**config.mk**
```make
export PLATFORM = sky130hd
export DESIGN_NAME = mem_req_ctrl
export DESIGN_NICKNAME = d
export VERILOG_FILES = /design/src/rtl/mem_req_ctrl.sv
export SDC_FILE = /design/constraint.sdc
export NUM_CORES = 1
export LEC_CHECK = 0
export ABC_CLOCK_PERIOD_IN_PS = 2200
export BUFFER_PORTS_ARGS = -buffer_cell sky130_fd_sc_hd__buf_4
export CORE_MARGIN = 10
export CORE_UTILIZATION = 50
export CTS_BUF_LIST = sky130_fd_sc_hd__clkbuf_8
export CTS_CLUSTER_SIZE = 14
export DETAILED_ROUTE_END_ITERATION = 10
export HOLD_SLACK_MARGIN = 0.15
export PLACE_DENSITY = 0.82
export SKIP_LAST_GASP = 1
export SLEW_MARGIN = 25
export SYNTH_ARGS = -nofsm -noshare
export SYNTH_HDL_FRONTEND = slang
export SYNTH_SLANG_ARGS = --single-unit
```
**constraint.sdc**
```tcl
create_clock -name clk -period 2.2 [get_ports clk]
set_clock_uncertainty 0.05 [all_clocks]
set_input_delay 0.33 -clock clk [delete_from_list [all_inputs] [get_ports clk]]
set_output_delay 0.33 -clock clk [all_outputs]
set_load 0.01 [all_outputs]
```
**src/rtl/mem_req_ctrl.sv**
```systemverilog
// mem_req_ctrl: load/store request controller for the MEM stage.
// Turns one accepted memory instruction into a single handshaked bus
// transaction (request phase, then response phase), positions store data
// and strobes on the byte lanes, and returns aligned, extended load data.
//
// Handshake semantics (da_* side): da_req is a valid. Once raised, da_req
// and every da_* field stay stable until a clock edge that samples
// da_addr_ok = 1. That edge completes the request phase. The next edge that
// samples da_data_ok = 1 completes the response phase. da_data_ok is only
// honoured in the response phase, so a da_data_ok seen during the request
// phase (including the da_addr_ok cycle) is ignored. A transaction is never
// withdrawn: a flush only suppresses the completion pulse.
module mem_req_ctrl #(
  parameter int DATA_W = 32,
  parameter int ADDR_W = 32
) (
  input  logic                  clk,
  input  logic                  rstn,
  input  logic                  mem_valid,
  input  logic                  mem_flush,
  input  logic                  mem_is_store,
  input  logic [1:0]            mem_size,
  input  logic                  mem_unsigned,
  input  logic [ADDR_W-1:0]     mem_addr,
  input  logic [DATA_W-1:0]     mem_wdata,
  output logic                  mem_busy,
  output logic                  ld_valid,
  output logic [DATA_W-1:0]     ld_data,
  output logic                  st_done,
  output logic                  ale,
  output logic                  da_req,
  output logic                  da_wr,
  output logic [DATA_W/8-1:0]   da_wstrb,
  output logic [ADDR_W-1:0]     da_addr,
  output logic [DATA_W-1:0]     da_wdata,
  input  logic                  da_addr_ok,
  input  logic                  da_data_ok,
  input  logic [DATA_W-1:0]     da_rdata
);

  localparam int OFS_W  = $clog2(DATA_W/8);
  localparam int STRB_W = DATA_W/8;

  typedef enum logic [1:0] {IDLE, REQ, RESP} state_t;

  state_t              state;
  state_t              state_next;
  logic                cancel_q;
  logic [OFS_W-1:0]    ofs_q;
  logic [1:0]          size_q;
  logic                uns_q;

  logic [OFS_W-1:0]    ofs;
  logic [2:0]          ofs3;
  logic                misaligned;
  logic [STRB_W-1:0]   strb_base;
  logic [STRB_W-1:0]   strb_sh;
  logic [DATA_W-1:0]   wmask;
  logic [DATA_W-1:0]   wdata_sh;
  logic [DATA_W-1:0]   rd_sh;
  logic [DATA_W-1:0]   keep;
  logic                sgn;
  logic [DATA_W-1:0]   ld_ext;
  logic                accept;
  logic                cancelled;

  assign mem_busy  = (state != IDLE);
  // The pipeline still shows the finished instruction during a pulse cycle,
  // so nothing is accepted until the following cycle.
  assign accept    = (state == IDLE) && mem_valid && !mem_flush &&
                     !(ale || ld_valid || st_done);
  assign cancelled = cancel_q || mem_flush;

  // Request decode: alignment check, strobe and lane-positioned write data.
  always_comb begin
    ofs        = mem_addr[OFS_W-1:0];
    ofs3       = 3'(ofs);
    misaligned = 1'b0;
    strb_base  = STRB_W'(8'h01);
    wmask      = DATA_W'(64'hFF);
    case (mem_size)
      2'd0: ;
      2'd1: begin
        misaligned = ofs3[0];
        strb_base  = STRB_W'(8'h03);
        wmask      = DATA_W'(64'hFFFF);
      end
      2'd2: begin
        misaligned = (ofs3[1:0] != 2'd0);
        strb_base  = STRB_W'(8'h0F);
        wmask      = DATA_W'(64'hFFFF_FFFF);
      end
      default: begin
        misaligned = (DATA_W == 32) || (ofs3 != 3'd0);
        strb_base  = '1;
        wmask      = '1;
      end
    endcase
    wdata_sh = (mem_wdata & wmask) << {ofs, 3'b000};
    strb_sh  = strb_base << ofs;
  end

  // Response decode: shift the addressed bytes down and extend them.
  always_comb begin
    rd_sh = da_rdata >> {ofs_q, 3'b000};
    keep  = '1;
    sgn   = 1'b0;
    case (size_q)
      2'd0: begin keep = DATA_W'(64'hFF);        sgn = rd_sh[7];  end
      2'd1: begin keep = DATA_W'(64'hFFFF);      sgn = rd_sh[15]; end
      2'd2: begin keep = DATA_W'(64'hFFFF_FFFF); sgn = rd_sh[31]; end
      default: ;
    endcase
    ld_ext = (rd_sh & keep) | ((sgn && !uns_q) ? ~keep : '0);
  end

  // State register.
  always_ff @(posedge clk) begin
    if (!rstn) state <= IDLE;
    else       state <= state_next;
  end

  // Next-state logic.
  always_comb begin
    state_next = state;
    case (state)
      IDLE:    if (accept && !misaligned) state_next = REQ;
      REQ:     if (da_addr_ok)            state_next = RESP;
      RESP:    if (da_data_ok)            state_next = IDLE;
      default: state_next = IDLE;
    endcase
  end

  // Bus fields, latched access attributes, cancel flag and completion pulses.
  always_ff @(posedge clk) begin
    if (!rstn) begin
      ale      <= 1'b0;
      ld_valid <= 1'b0;
      st_done  <= 1'b0;
      ld_data  <= '0;
      da_req   <= 1'b0;
      da_wr    <= 1'b0;
      da_wstrb <= '0;
      da_addr  <= '0;
      da_wdata <= '0;
      cancel_q <= 1'b0;
      ofs_q    <= '0;
      size_q   <= 2'd0;
      uns_q    <= 1'b0;
    end else begin
      ale      <= 1'b0;
      ld_valid <= 1'b0;
      st_done  <= 1'b0;
      case (state)
        IDLE: begin
          if (accept) begin
            if (misaligned) begin
              ale <= 1'b1;
            end else begin
              da_req   <= 1'b1;
              da_wr    <= mem_is_store;
              da_addr  <= {mem_addr[ADDR_W-1:OFS_W], {OFS_W{1'b0}}};
              da_wstrb <= mem_is_store ? strb_sh : '0;
              da_wdata <= wdata_sh;
              ofs_q    <= ofs;
              size_q   <= mem_size;
              uns_q    <= mem_unsigned;
            end
          end
        end
        REQ: begin
          if (mem_flush) cancel_q <= 1'b1;
          if (da_addr_ok) begin
            da_req   <= 1'b0;
            da_wr    <= 1'b0;
            da_wstrb <= '0;
          end
        end
        RESP: begin
          if (mem_flush) cancel_q <= 1'b1;
          if (da_data_ok) begin
            cancel_q <= 1'b0;
            if (!cancelled) begin
              if (da_wr_q_store()) st_done <= 1'b1;
              else begin
                ld_valid <= 1'b1;
                ld_data  <= ld_ext;
              end
            end
          end
        end
        default: ;
      endcase
    end
  end

  // da_wr is cleared at the address handshake, so the store/load kind of the
  // outstanding access is kept separately.
  logic is_store_q;

  // Latch whether the outstanding access is a store.
  always_ff @(posedge clk) begin
    if (!rstn)                                 is_store_q <= 1'b0;
    else if (accept && !misaligned)            is_store_q <= mem_is_store;
  end

  function automatic logic da_wr_q_store();
    return is_store_q;
  endfunction

endmodule

```
# Yosys cells after proc, flatten, opt, wreduce, memory -nomap -nowiden
# Cells that the tools add are included.
word_totals:
  word_cells: 92
  output_inout_bits: 106
  reg_bits: 112
  inputBits: 106
op_classes:
  shift: 3
  n_eq_ne: 11
  reduce_logical: 25
  mux: 28
  bitwise: 10
ops:
  columns: ["cell", "n"]
  rows:
  - ["32-bit one-hot mux with 2 select lines", 2]
  - ["32-bit bitwise AND", 2]
  - ["32-bit two-way mux", 1]
  - ["32-bit NOT", 1]
  - ["32-bit OR", 1]
  - ["32-bit by 5-bit << shifter with 32-bit output", 1]
  - ["32-bit by 5-bit >> shifter with 32-bit output", 1]
  - ["4-bit two-way mux", 4]
  - ["4-bit one-hot mux with 2 select lines", 2]
  - ["1-bit two-way mux", 10]
  - ["3-bit AND reduction", 3]
  - ["2-bit != test, second input constant", 4]
  - ["4-bit AND reduction", 2]
  - ["2-bit nonzero test", 4]
  - ["2-bit by 1-bit equality test with 1-bit output, second input constant", 3]
  - ["2-bit equality test, second input constant", 3]
  - ["2-bit zero test", 3]
  - ["2-bit two-way mux", 3]
  - ["1-bit NOT", 6]
  - ["1-bit one-hot mux with 2 select lines", 3]
  - ["1-bit one-hot mux with 3 select lines", 2]
  - ["2-bit one-hot mux with 3 select lines", 1]
  - ["1-bit logical AND", 5]
  - ["1-bit zero test", 4]
  - ["other kinds (4)", 6]

# Depth between registers and ports, before layout
# Gate-level depths: netlist (run 1).
depth:
  depth_word: 7
  depth_mapped: 8
  mapped_depth_nobuf: 6

# Least setup slack after synthesis (run 1)
# No wires, ideal clock.
synth_timing:
  path_type: "register -> register"
  startpoint: "register state[0]"
  endpoint: "register ld_data[10]"
  t_arrival_ns: 1.670
  path_slack_ns: 0.340
  path_buffers: 1
  period_less_slack_ns: 1.860
  required_time_ns: 2.010
  stages_incl_launch_ff: 8
  setup_ns: 0.140
  path_cell_list: "dfxtp_1 -> inv_1 -> ha_1 -> nand2_1 -> or4_1 -> clkbuf_1 -> a21oi_1 -> a21oi_1"
synth_via:
  elab_chain_cells: 2
synth_rtl:
  columns: ["element", "line", "source"]
  rows:
  - ["start: declaration", "46", "state_t state;"]
  - ["start signal: assignment", "120", "else state <= state_next;"]
  - ["2-bit equality test", "154", "case (state)"]
  - ["4-bit AND reduction (no line)", null, null]
  - ["end signal: assignment", "187", "ld_data <= ld_ext;"]
  - ["end: declaration", "28", "output logic [DATA_W-1:0] ld_data,"]
# Every way passes these cells.
# A chain may end at the register's enable or synchronous reset.

# Worst setup path after layout (run 1)
layout_timing:
  startpoint: "input mem_flush"
  endpoint: "register da_wdata[31]"
layout_via:
  elab_chain_cells: 4
layout_rtl:
  columns: ["element", "line", "source"]
  rows:
  - ["start: declaration", "20", "input logic mem_flush,"]
  - ["1-bit zero test", "70", "assign accept = (state == IDLE) && mem_valid && !mem_flush &&"]
  - ["1-bit logical AND (2 in series)", "70", null]
  - ["3-bit AND reduction (no line)", null, null]
  - ["end signal: assignment", "164", "da_wdata <= wdata_sh;"]
  - ["end: declaration", "35", "output logic [DATA_W-1:0] da_wdata,"]
# Every way passes these cells.

==> run_results.csv, run 1 <==
group,metric,value,unit
final_layout,fillers,840,
final_layout,final_nets,934,
clock_tree,cts_made_buffers,9,
floorplan,rows,37,
final_layout,drive_gt1_frac,0.349,
sta,rsz0062_at_grt,"yes",
pwr,ir_worst_vdd,0.367,mV
yosys,async_flop_share,0,
clock_tree,cts.clk_slew.worst_paths,0.10,ns
yosys,synthDistinctLibCells,50,
routing,wl_per_cell,18.2,um
worst_setup_path,critical_path.cell_chain,"dlygate4sd3_1 > buf_4 > nor4_2 > buf_4 > o2111a_2 > buf_12 > o21ai_0 > o221a_2",
clock_tree,htreeDepth,3,
floorplan,core,10300,um2
global_routing,grt_overflow,0,
worst_setup_path,cpPeakStageDelay,0.54,ns
yosys,ys_ff_latch,112,
yosys,synth.avg_cell_area,8.36,um2
sta,hold_viol_final,0,
floorplan,die_w,122,um
floorplan,fp.dieArea,15000,um2
routing,ant_nets,0,
global_routing,grt_pass1_wl,26300,um
worst_setup_path,timing.critical_path.buf_inv,4,
global_routing,antenna_found_initial,0,
worst_setup_path,critPathTopFamily,"buffers and inverters",
global_routing,grt_pass1_vias,5347,
worst_setup_path,path_max_fanout,32,
worst_setup_path,slowest_stage,"dlygate4sd3_1",
floorplan,die_y,122,um
floorplan,start_util,0.511,
clock_tree,root_buffer,"clkbuf_8",
clock_tree,cts_buffer_depth,2,
sta,holdWs,0.167,ns
routing,vias_per_cell,5.56,
routing,drc,0,
clock_tree,clk_latency,0.36,ns
routing,vias,5363,
routing,drt-pass1-iter-count,5,
worst_setup_path,cp-start-kind,"input pin",
yosys,synth_flop_cell,"dfxtp_1",
outcome,outcome,"finished clean",
placed_design,dp_hpwl,13100,um
global_routing,grt_usage,0.215,
yosys,yosysWarnings,0,
sta,finalCriticalPeriod,2.14,ns
worst_setup_path,crit_top_cell,"buf_4",
sta,finalMaxSlewViolations,0,
sta,fmax,0.467,GHz
routing,finalWirelength,17500,um
pwr,p_leak,3.11,nW
yosys,ys_seq_area_frac,0.427,
yosys,synthCells,628,
worst_setup_path,cp-end-kind,"register",
sta,slew_headroom,0.377,
pwr,power_density,643,nW/um2
placed_design,globalplace.congestion,0.887,
yosys,synth_edf_count,0,
routing,drtIter0Drc,424,
clock_tree,clkSinkCount,112,
final_layout,insertedDiodeCount,0,
yosys,netlist_area,5250,um2
placed_design,port-buffer-count,209,
final_layout,syn2layout_area_growth,38.5,%
sta,max_slew.worst_pin.slew,0.932,ns
worst_setup_path,critical_path_arrival,2.35,ns
worst_hold_path,min_path_type,"in2reg",
worst_setup_path,critPathKind,"in2reg",
clock_tree,tritoncts,"built",
final_layout,postLayoutCoreUtil,0.708,
floorplan,io_pins,212,
run,drv_cap,0,
sta,setup_violations,0,
global_routing,grt_max_degree,72,
worst_setup_path,cp.required,2.41,ns
sta,final.period_utilization,0.974,
-- Yosys cell counts, types with 5 or more instances --
library cell,n,area (um2)
inv_1,12,45.0
o211ai_1,8,60.1
mux2i_1,19,190
o2bb2ai_1,7,61.3
dfxtp_1,112,2240
nand3_1,21,105
mux2_2,16,180
o21ai_0,57,285
a21oi_2,10,87.6
buf_2,12,60.1
a22oi_1,7,52.6
ha_1,5,62.6
clkbuf_1,37,139
nand2_1,127,477
nor2_1,16,60.1
a21oi_1,44,220
o211a_1,6,60.1
a21boi_0,60,450
-- layer usage --
layer	track usage	wire, um
met1	0.239	6730
met3	0.0859	1870
met5	0	0
met2	0.364	8510
met4	0.0803	385
-- registers in the layout (all words and copies together) (netlist names) --
name	cells
size_q	2
st_done	1
ale	1
ld_data	32
is_store_q	1
da_addr	30
da_req	1
cancel_q	1
state	2
uns_q	1
ld_valid	1
da_wstrb	4
da_wr	1
ofs_q	2
da_wdata	32
-- cell usage in the layout (no fill, tap or decap), types with 11 or more instances in the layout --
| master | Yosys | layout |
|---|---|---|
| inv_1 | 12 | 13 |
| o21ai_0 | 57 | 57 |
| nand2_1 | 127 | 127 |
| nor2_1 | 16 | 16 |
| a21oi_1 | 44 | 44 |
| dfxtp_1 | 112 | 112 |
| mux2_2 | 16 | 16 |
| nand3_1 | 21 | 21 |
| a21boi_0 | 60 | 60 |
| clkbuf_8 | 0 | 11 |
| mux2i_1 | 19 | 19 |
| buf_4 | 2 | 233 |
-- cell type report --
class / count / area [um2] / area share
clock inverters: 5 / 55.1 / 0.00757
multi-input cells: 449 / 2750 / 0.378
flip-flops and latches: 112 / 2240 / 0.308
well taps: 136 / 170 / 0.0234
repair buffers: 239 / 1860 / 0.256
inverters: 12 / 45.0 / 0.00619
clock buffers: 11 / 151 / 0.0208
-- worst register-to-register path: stages, from the launching register on --
cell,delay [ns]
dfxtp_1,0.38
inv_1,0.12
ha_1,0.20
nand2_1,0.11
or4_1,0.41
buf_4,0.24
a21oi_1,0.19
buf_4,0.19
a21oi_1,0.07
-- power by group --
part           internal [mW]  switching [mW]
Combinational          0.553           0.627
Sequential              2.14          0.0797
Clock                  0.588           0.683
Total                   3.28            1.39
-- cell families (layout without fill, tap and decap cells) --
group | after synthesis | in the layout | synth area share
mux | 36 | 36 | 0.0748
other cells | 1 | 2 | 0.000714
compound gates | 218 | 218 | 0.275
simple gates | 188 | 188 | 0.155
buf+inv | 68 | 267 | 0.0558
flops | 112 | 112 | 0.427
fa+ha+maj | 5 | 5 | 0.0119
-- through the flow --
| step | instances | total power, mW | setup TNS, ns | setup slack, ns | area [um2] |
|---|---|---|---|---|---|
| finish | 964 | 4.67 | 0 | 0.0578 | 7270 |
| global route | 964 | 4.90 | -0.0519 | -0.0182 | 7270 |
| CTS | 957 | 4.65 | 0 | 0.0587 | 7180 |
| detailed placement | 939 | 3.39 | 0 | 0.156 | 6950 |
| global placement | 939 | 3.35 | 0 | 0.212 | 6950 |
| floorplan | 629 | 2.86 | 0 | 0.340 | 5250 |
-- what timing repair did --
item / CTS / global route
hold buffers: 2 / 0
resized for setup: 0 / 1
endpoints found under the hold margin: 2 / 0
buffers inserted: 0 / 5
endpoints found under the setup margin: 0 / 8
-- path summary, 6_finish.rpt --
kind | startpoint | to | slack, ns | cells past startpoint
setup / recovery | mem_flush | da_wdata[31] | 0.06 | 8
hold / removal | mem_addr[28] | da_addr[28] | 0.17 | 3
setup reg to reg | state[0] | ld_data[15] | 0.14 | 8
hold reg to reg | da_addr[26] | da_addr[26] | 0.42 | 2
(Power assumes the default switching activity.)
==> run 2, diff against run 1 <==
- ABC_CLOCK_PERIOD_IN_PS: 2200 -> 1800
- CORE_UTILIZATION: 50 -> 45
- GPL_TIMING_DRIVEN: default -> 0
- PLACE_DENSITY: 0.82 -> 0.78
- clock period: 2.2 -> 1.8 ns (I/O delays scaled with it)
==> run 2 against run 1 <==
  * The run now ends with negative setup slack left
  * Critical path depth down 1
  * Clock power up 9%
  * Sequential share of layout area down 3.2 points
  * Cell count up 10%
  * Hold slack worse by 0.011 ns
  * Combinational power up 47%
  * Register-to-register slack worse by 0.19 ns
  * Routed wire length up 18%
  * Flip-flop and latch count unchanged
  * First-iteration DRC count up 16%
  * Core utilization up 0.75 points
  * Critical path type is now reg2reg
  * Largest cell class unchanged
  * Largest power group unchanged
  * Highest routed layer unchanged
==> run_results.csv, run 2 (synthesis results as in run 1) <==
group,metric,value,unit
outcome,outcome,"finished, violations left",
outcome,violations,"negative setup slack",
global_routing,grt_pass1_wl,31600,um
routing,wl_per_cell,19.4,um
final_layout,reg_top3,"da_wdata x32, ld_data x32, da_addr x30",
worst_setup_path,cp.required,2.05,ns
worst_hold_path,min_path_cells,3,
final_layout,layout_commonest_cell,"buf_4",
worst_setup_path,slowest_stage,"dfxtp_2",
worst_setup_path,cp.depth,7,
sta,setup_violations,12,
sta,max_slew.worst_pin.slew,0.568,ns
pwr,ir_worst_vdd,0.419,mV
sta,finalCriticalPeriod,1.85,ns
placed_design,port-buffer-count,208,
routing,ant_nets,0,
worst_setup_path,critical_path_arrival,2.10,ns
clock_tree,clkSinkCount,112,
global_routing,grt_max_degree,17,
global_routing,grt_pass1_vias,6076,
routing,vias_per_cell,5.59,
worst_setup_path,cp-end-kind,"register",
routing,drtIter0Drc,491,
global_routing,busiest_layer,"met2",
global_routing,grt_overflow,0,
global_routing,grt_util_met2,0.403,
sta,final.period_utilization,1.03,
sta,fmax,0.541,GHz
placed_design,numPlacedInstances,980,
global_routing,grt_usage,0.237,
pwr,power_density,717,nW/um2
clock_tree,root_buffer,"clkbuf_8",
worst_hold_path,worstHoldStart,"mem_wdata[4]",
worst_setup_path,worstSetupStartpoint,"st_done",
floorplan,core,11400,um2
clock_tree,cts_buffer_depth,2,
floorplan,rows,39,
worst_setup_path,critPathTopFamily,"buffers and inverters",
floorplan,die_w,128,um
worst_setup_path,crit_top_cell,"buf_4",
clock_tree,clk_latency,0.37,ns
floorplan,start_util,0.460,
routing,drc,0,
clock_tree,htreeDepth,3,
sta,finalMaxSlewViolations,0,
worst_setup_path,timing.critical_path.buf_inv,3,
worst_setup_path,path_max_fanout,5,
worst_hold_path,min_path_type,"in2reg",
placed_design,dp_hpwl,15000,um
pwr,p_leak,3.46,nW
final_layout,insertedDiodeCount,0,
global_routing,grt.met3_usage,0.0773,
floorplan,io_pins,212,
worst_setup_path,critPathKind,"reg2reg",
final_layout,syn2layout_area_growth,55.6,%
worst_setup_path,r2r_cells,7,
final_layout,final_cell_mix,"buf_4, nand2_1, dfxtp_1, o21ai_0, dlygate4sd3_1",
sta,hold_viol_final,0,
sta,timing.final.ws_setup,-0.0491,ns
routing,drt-pass1-iter-count,5,
worst_setup_path,cpPeakStageDelay,0.35,ns
global_routing,gr-usage-met1,0.269,
clock_tree,tritoncts,"built",
floorplan,die_y,128,um
clock_tree,cts_made_buffers,9,
worst_setup_path,cp-start-kind,"register",
placed_design,dp_slack,-0.619,ns
final_layout,drive_gt1_frac,0.369,
worst_setup_path,r2r_start,"st_done",
worst_setup_path,critical_path.cell_chain,"nor4_4 > buf_4 > o2111a_2 > buf_6 > nand4b_1 > buf_4 > o22ai_1",
placed_design,globalplace.congestion,0.941,
global_routing,antenna_found_initial,0,
clock_tree,cts.clk_slew.worst_paths,0.10,ns
final_layout,final_cells,1061,
sta,rsz0062_at_grt,"yes",
run,drv_cap,0,
sta,slew_headroom,0.618,
floorplan,fp.dieArea,16400,um2
sta,fin_tns_setup,-0.213,ns
routing,vias,5927,
final_layout,final_nets,1025,
routing,finalWirelength,20600,um
final_layout,fillers,874,
-- run 2: cell count changes in the layout (fill, tap and decap cells not counted), sizes merged --
cell,change
inv,-1
clkbuf,+31
buf,+14
bufinv,-1
clkinv,+1
dlygate4sd3,+46
-- run 2: cell type report --
type / count / area [um2] / share of cell area
Multi-Input combinational cell: 449 / 2920 / 0.358
Sequential cell: 112 / 2250 / 0.276
Clock inverter: 4 / 21.3 / 0.00260
Tap cell: 143 / 179 / 0.0219
Clock buffer: 11 / 151 / 0.0185
Inverter: 12 / 47.5 / 0.00582
Buffer: 53 / 329 / 0.0403
Timing Repair Buffer: 277 / 2260 / 0.277
-- run 2: per-layer routing --
metal	up-vias	part of all wire
li1	2768	-
met1	2798	0.39
met2	310	0.49
met3	51	0.096
met4	0	0.028
met5	-	0
-- run 2: final timing paths --
path | endpoint | slack, ns
worst max-delay path | da_wstrb[2] | -0.05
worst min-delay path | da_wdata[4] | 0.16
worst max register to register | da_wstrb[2] | -0.05
worst min register to register | da_addr[31] | 0.41
-- run 2: stage by stage --
step	util	cell area [um2]	power, mW	hold slack [ns]
global placement	0.613	7000	4.10	0.400
detailed placement	0.613	7000	4.14	0.406
CTS	0.696	7950	5.78	0.150
floorplan	-	5260	3.50	0.296
finish	0.715	8170	5.85	0.155
global route	0.715	8170	6.14	0.156
-- run 2: timing repair --
item	in CTS	in global routing
gates cloned	2	3
setup endpoints to repair	110	106
buffers inserted	8	8
gates resized for setup	53	66
pin swaps	5	9
endpoints found under the hold margin	46	1
hold buffers	47	1
-- run 2: worst reg2reg max path, stage by stage, from the launching register on --
cell and delay [ns]:
dfxtp_2 0.35, nor4_4 0.26, buf_4 0.18, o2111a_2 0.24, buf_6 0.14, nand4b_1 0.23
buf_4 0.24, o22ai_1 0.09
-- run 2: report_power, final --
group          internal, mW  switching, mW  leakage [nW]
registers              2.62          0.102         0.909
clock network         0.564          0.820        0.0924
logic                 0.847          0.897          2.46
total                  4.03           1.82          3.46
==> run 3, diff against run 2 <==
- ABC_AREA: default -> 1
==> run 3 against run 2 <==
  * The run now ends clean
  * Clock power up 22%
  * Sequential share of layout area up 0.92 points
  * Register-to-register slack better by 0.18 ns
  * Core utilization down 2.3 points
  * Sequential power up 8.1%
  * Area after synthesis down 0.55%
  * Hold slack better by 0.017 ns
  * Cell area down 3.6%
  * Synthesized cell count up 21%
  * First-iteration DRC count up 28%
  * Combinational power up 34%
  * Largest power group unchanged
==> run_results.csv, run 3 <==
group,metric,value,unit
worst_setup_path,critPathKind,"in2reg",
worst_setup_path,critical_path_arrival,1.97,ns
pwr,p_total,6.97,mW
clock_tree,tritoncts,"built",
yosys,synth_edf_count,0,
placed_design,dp_hpwl,14800,um
global_routing,antenna_found_initial,1,
routing,finalWirelength,20400,um
worst_setup_path,timing.critical_path.buf_inv,3,
sta,final.period_utilization,0.965,
floorplan,die_w,128,um
sta,setup_violations,0,
sta,holdWs,0.172,ns
yosys,async_flop_share,0,
global_routing,grt_overflow,0,
floorplan,core,11400,um2
global_routing,grt_pass1_vias,6073,
clock_tree,cts.clk_slew.worst_paths,0.10,ns
pwr,p_clk_frac,0.241,
placed_design,globalplace.congestion,0.941,
yosys,yosysMostFrequentCell,"nor2_1",
worst_setup_path,reg2reg_slack,0.13,ns
worst_setup_path,cpPeakStageDelay,0.56,ns
sta,hold_viol_final,0,
clock_tree,cts_buffer_depth,2,
pwr,comb_power_share,0.336,
yosys,synthDistinctLibCells,31,
floorplan,rows,39,
pwr,p_leak,3.77,nW
yosys,synth_flop_cell,"dfxtp_1",
yosys,synth_common_cells,"nor2_1, dfxtp_1, nand2_1",
routing,drt-pass1-iter-count,6,
yosys,ys_seq_area_frac,0.430,
final_layout,syn2layout_area_growth,50.8,%
floorplan,fp.dieArea,16300,um2
placed_design,port-buffer-count,209,
yosys,yosys.area.top_type_share,0.430,
routing,wl_per_cell,17.2,um
sta,finalMaxSlewViolations,0,
pwr,swShare,0.332,
sta,finalCriticalPeriod,1.74,ns
floorplan,start_util,0.459,
final_layout,drive_gt1_frac,0.287,
sta,slew_headroom,0.540,
final_layout,postLayoutCoreUtil,0.692,
routing,vias,6214,
yosys,ys_ff_latch,112,
sta,rsz0062_at_grt,"no",
floorplan,io_pins,212,
routing,ant_nets,0,
worst_hold_path,min_path_type,"in2reg",
worst_setup_path,cp-start-kind,"input pin",
yosys,yosysWarnings,0,
yosys,synth.area.top_cells,"dfxtp_1, nor2_1, o21ai_0",
routing,drc,0,
outcome,outcome,"finished clean",
worst_setup_path,slowest_stage,"dlygate4sd3_1",
clock_tree,clkSinkCount,112,
pwr,power_density,886,nW/um2
pwr,seq_power_share,0.423,
routing,vias_per_cell,5.23,
worst_setup_path,critical_path.cell_chain,"buf_4 > dlygate4sd3_1 > nor2_1 > nand4_1 > clkbuf_1 > a31oi_1 > a21oi_1",
clock_tree,clk_latency,0.38,ns
clock_tree,htreeDepth,3,
final_layout,final_cells,1189,
sta,fmax,0.576,GHz
floorplan,die_y,128,um
sta,max_slew.worst_pin.slew,0.688,ns
pwr,ir_worst_vdd,0.727,mV
run,drv_cap,0,
routing,drtIter0Drc,628,
worst_setup_path,critPathTopFamily,"buffers and inverters",
final_layout,final_cell_mix,"buf_4, nor2_1, dfxtp_1, nand2_1, o21ai_0",
yosys,netlist_area,5220,um2
worst_setup_path,cp-end-kind,"register",
global_routing,grt_max_degree,18,
yosys,yosys.area.top_type,"dfxtp_1",
clock_tree,root_buffer,"clkbuf_8",
final_layout,reg_top3,"da_wdata x32, ld_data x32, da_addr x30",
global_routing,grt_usage,0.232,
global_routing,grt_pass1_wl,30700,um
final_layout,layout_commonest_cell,"buf_4",
sta,fin_tns_setup,0,ns
worst_setup_path,path_max_fanout,10,
yosys,synthCells,763,
pwr,internal_power,4.65,mW
pwr,p_sw,2.32,mW
placed_design,numPlacedInstances,1116,
worst_setup_path,cp.required,2.03,ns
final_layout,final_nets,1151,
clock_tree,cts_made_buffers,9,
yosys,synth.avg_cell_area,6.84,um2
run 3: power groups by stage:
stage / clock [mW] / combinational (mW) / sequential, mW
after floorplan: 0 / 0.982 / 3.10
after global placement: 0 / 2.05 / 2.98
after detailed placement: 0 / 2.07 / 2.99
after CTS: 1.70 / 2.24 / 2.94
after global routing: 1.80 / 2.55 / 2.99
final: 1.68 / 2.34 / 2.95
run 3: final timing paths:
kind,start,to,cells past startpoint
worst max register to register,state[1],da_wdata[5],11
worst max-delay path,mem_flush,ld_data[27],7
worst min-delay path,mem_flush,cancel_q,3
worst min register to register,da_wdata[2],da_wdata[2],2
run 3: cells by family (layout without fill, tap and decap cells):
logic type                 Yosys count  after routing  synth area share
and+or+nand+nor                    337            338             0.264
AOI/OAI and AO/OA                  212            212             0.211
DFF                                112            112             0.430
buffers and inverters               96            376            0.0829
adders and majority gates            5              5            0.0120
other                                1              3          0.000718
run 3: cell type report:
cell class | instances | area, um2
tap | 143 | 179
buffer | 48 | 294
multi-input combinational | 557 | 2620
clock inverter | 6 | 83.8
inverter | 47 | 181
fill | 963 | 3500
clock buffer | 10 | 138
sequential | 112 | 2240
antenna | 1 | 2.50
timing repair buffer | 265 | 2130
run 3: through the flow:
| step | instance area (um2) | worst slack [ns] |
|---|---|---|
| finish | 7870 | 0.0637 |
| global route | 7870 | 0.00137 |
| CTS | 7740 | 0.00449 |
| detailed placement | 6970 | -0.256 |
| global placement | 6970 | -0.236 |
| floorplan | 5220 | 0.143 |
run 3: what timing repair did:
action,in CTS,in global routing
hold buffers,43,0
setup buffers,7,3
endpoints found under the setup margin,104,103
hold endpoints to repair,44,0
resized for setup,19,34
cloned,2,2
pin swaps,1,4
run 3: layer usage:
layer | track usage | up-vias | share of wire
met3 | 0.100 | 41 | 0.10
li1 | - | 3061 | -
met5 | 0 | - | 0
met2 | 0.395 | 296 | 0.48
met1 | 0.261 | 2816 | 0.39
met4 | 0.0609 | 0 | 0.021
run 3: worst reg2reg max path: cells and delay by family (launching register included):
| kind | cells | cell delay, ns |
|---|---|---|
| AO/OA/AOI/OAI | 2 | 0.28 |
| adder cells (fa/ha/maj) | 1 | 0.13 |
| buffers and inverters | 5 | 0.61 |
| flip-flops | 1 | 0.35 |
| AND/OR/NAND/NOR | 3 | 0.19 |
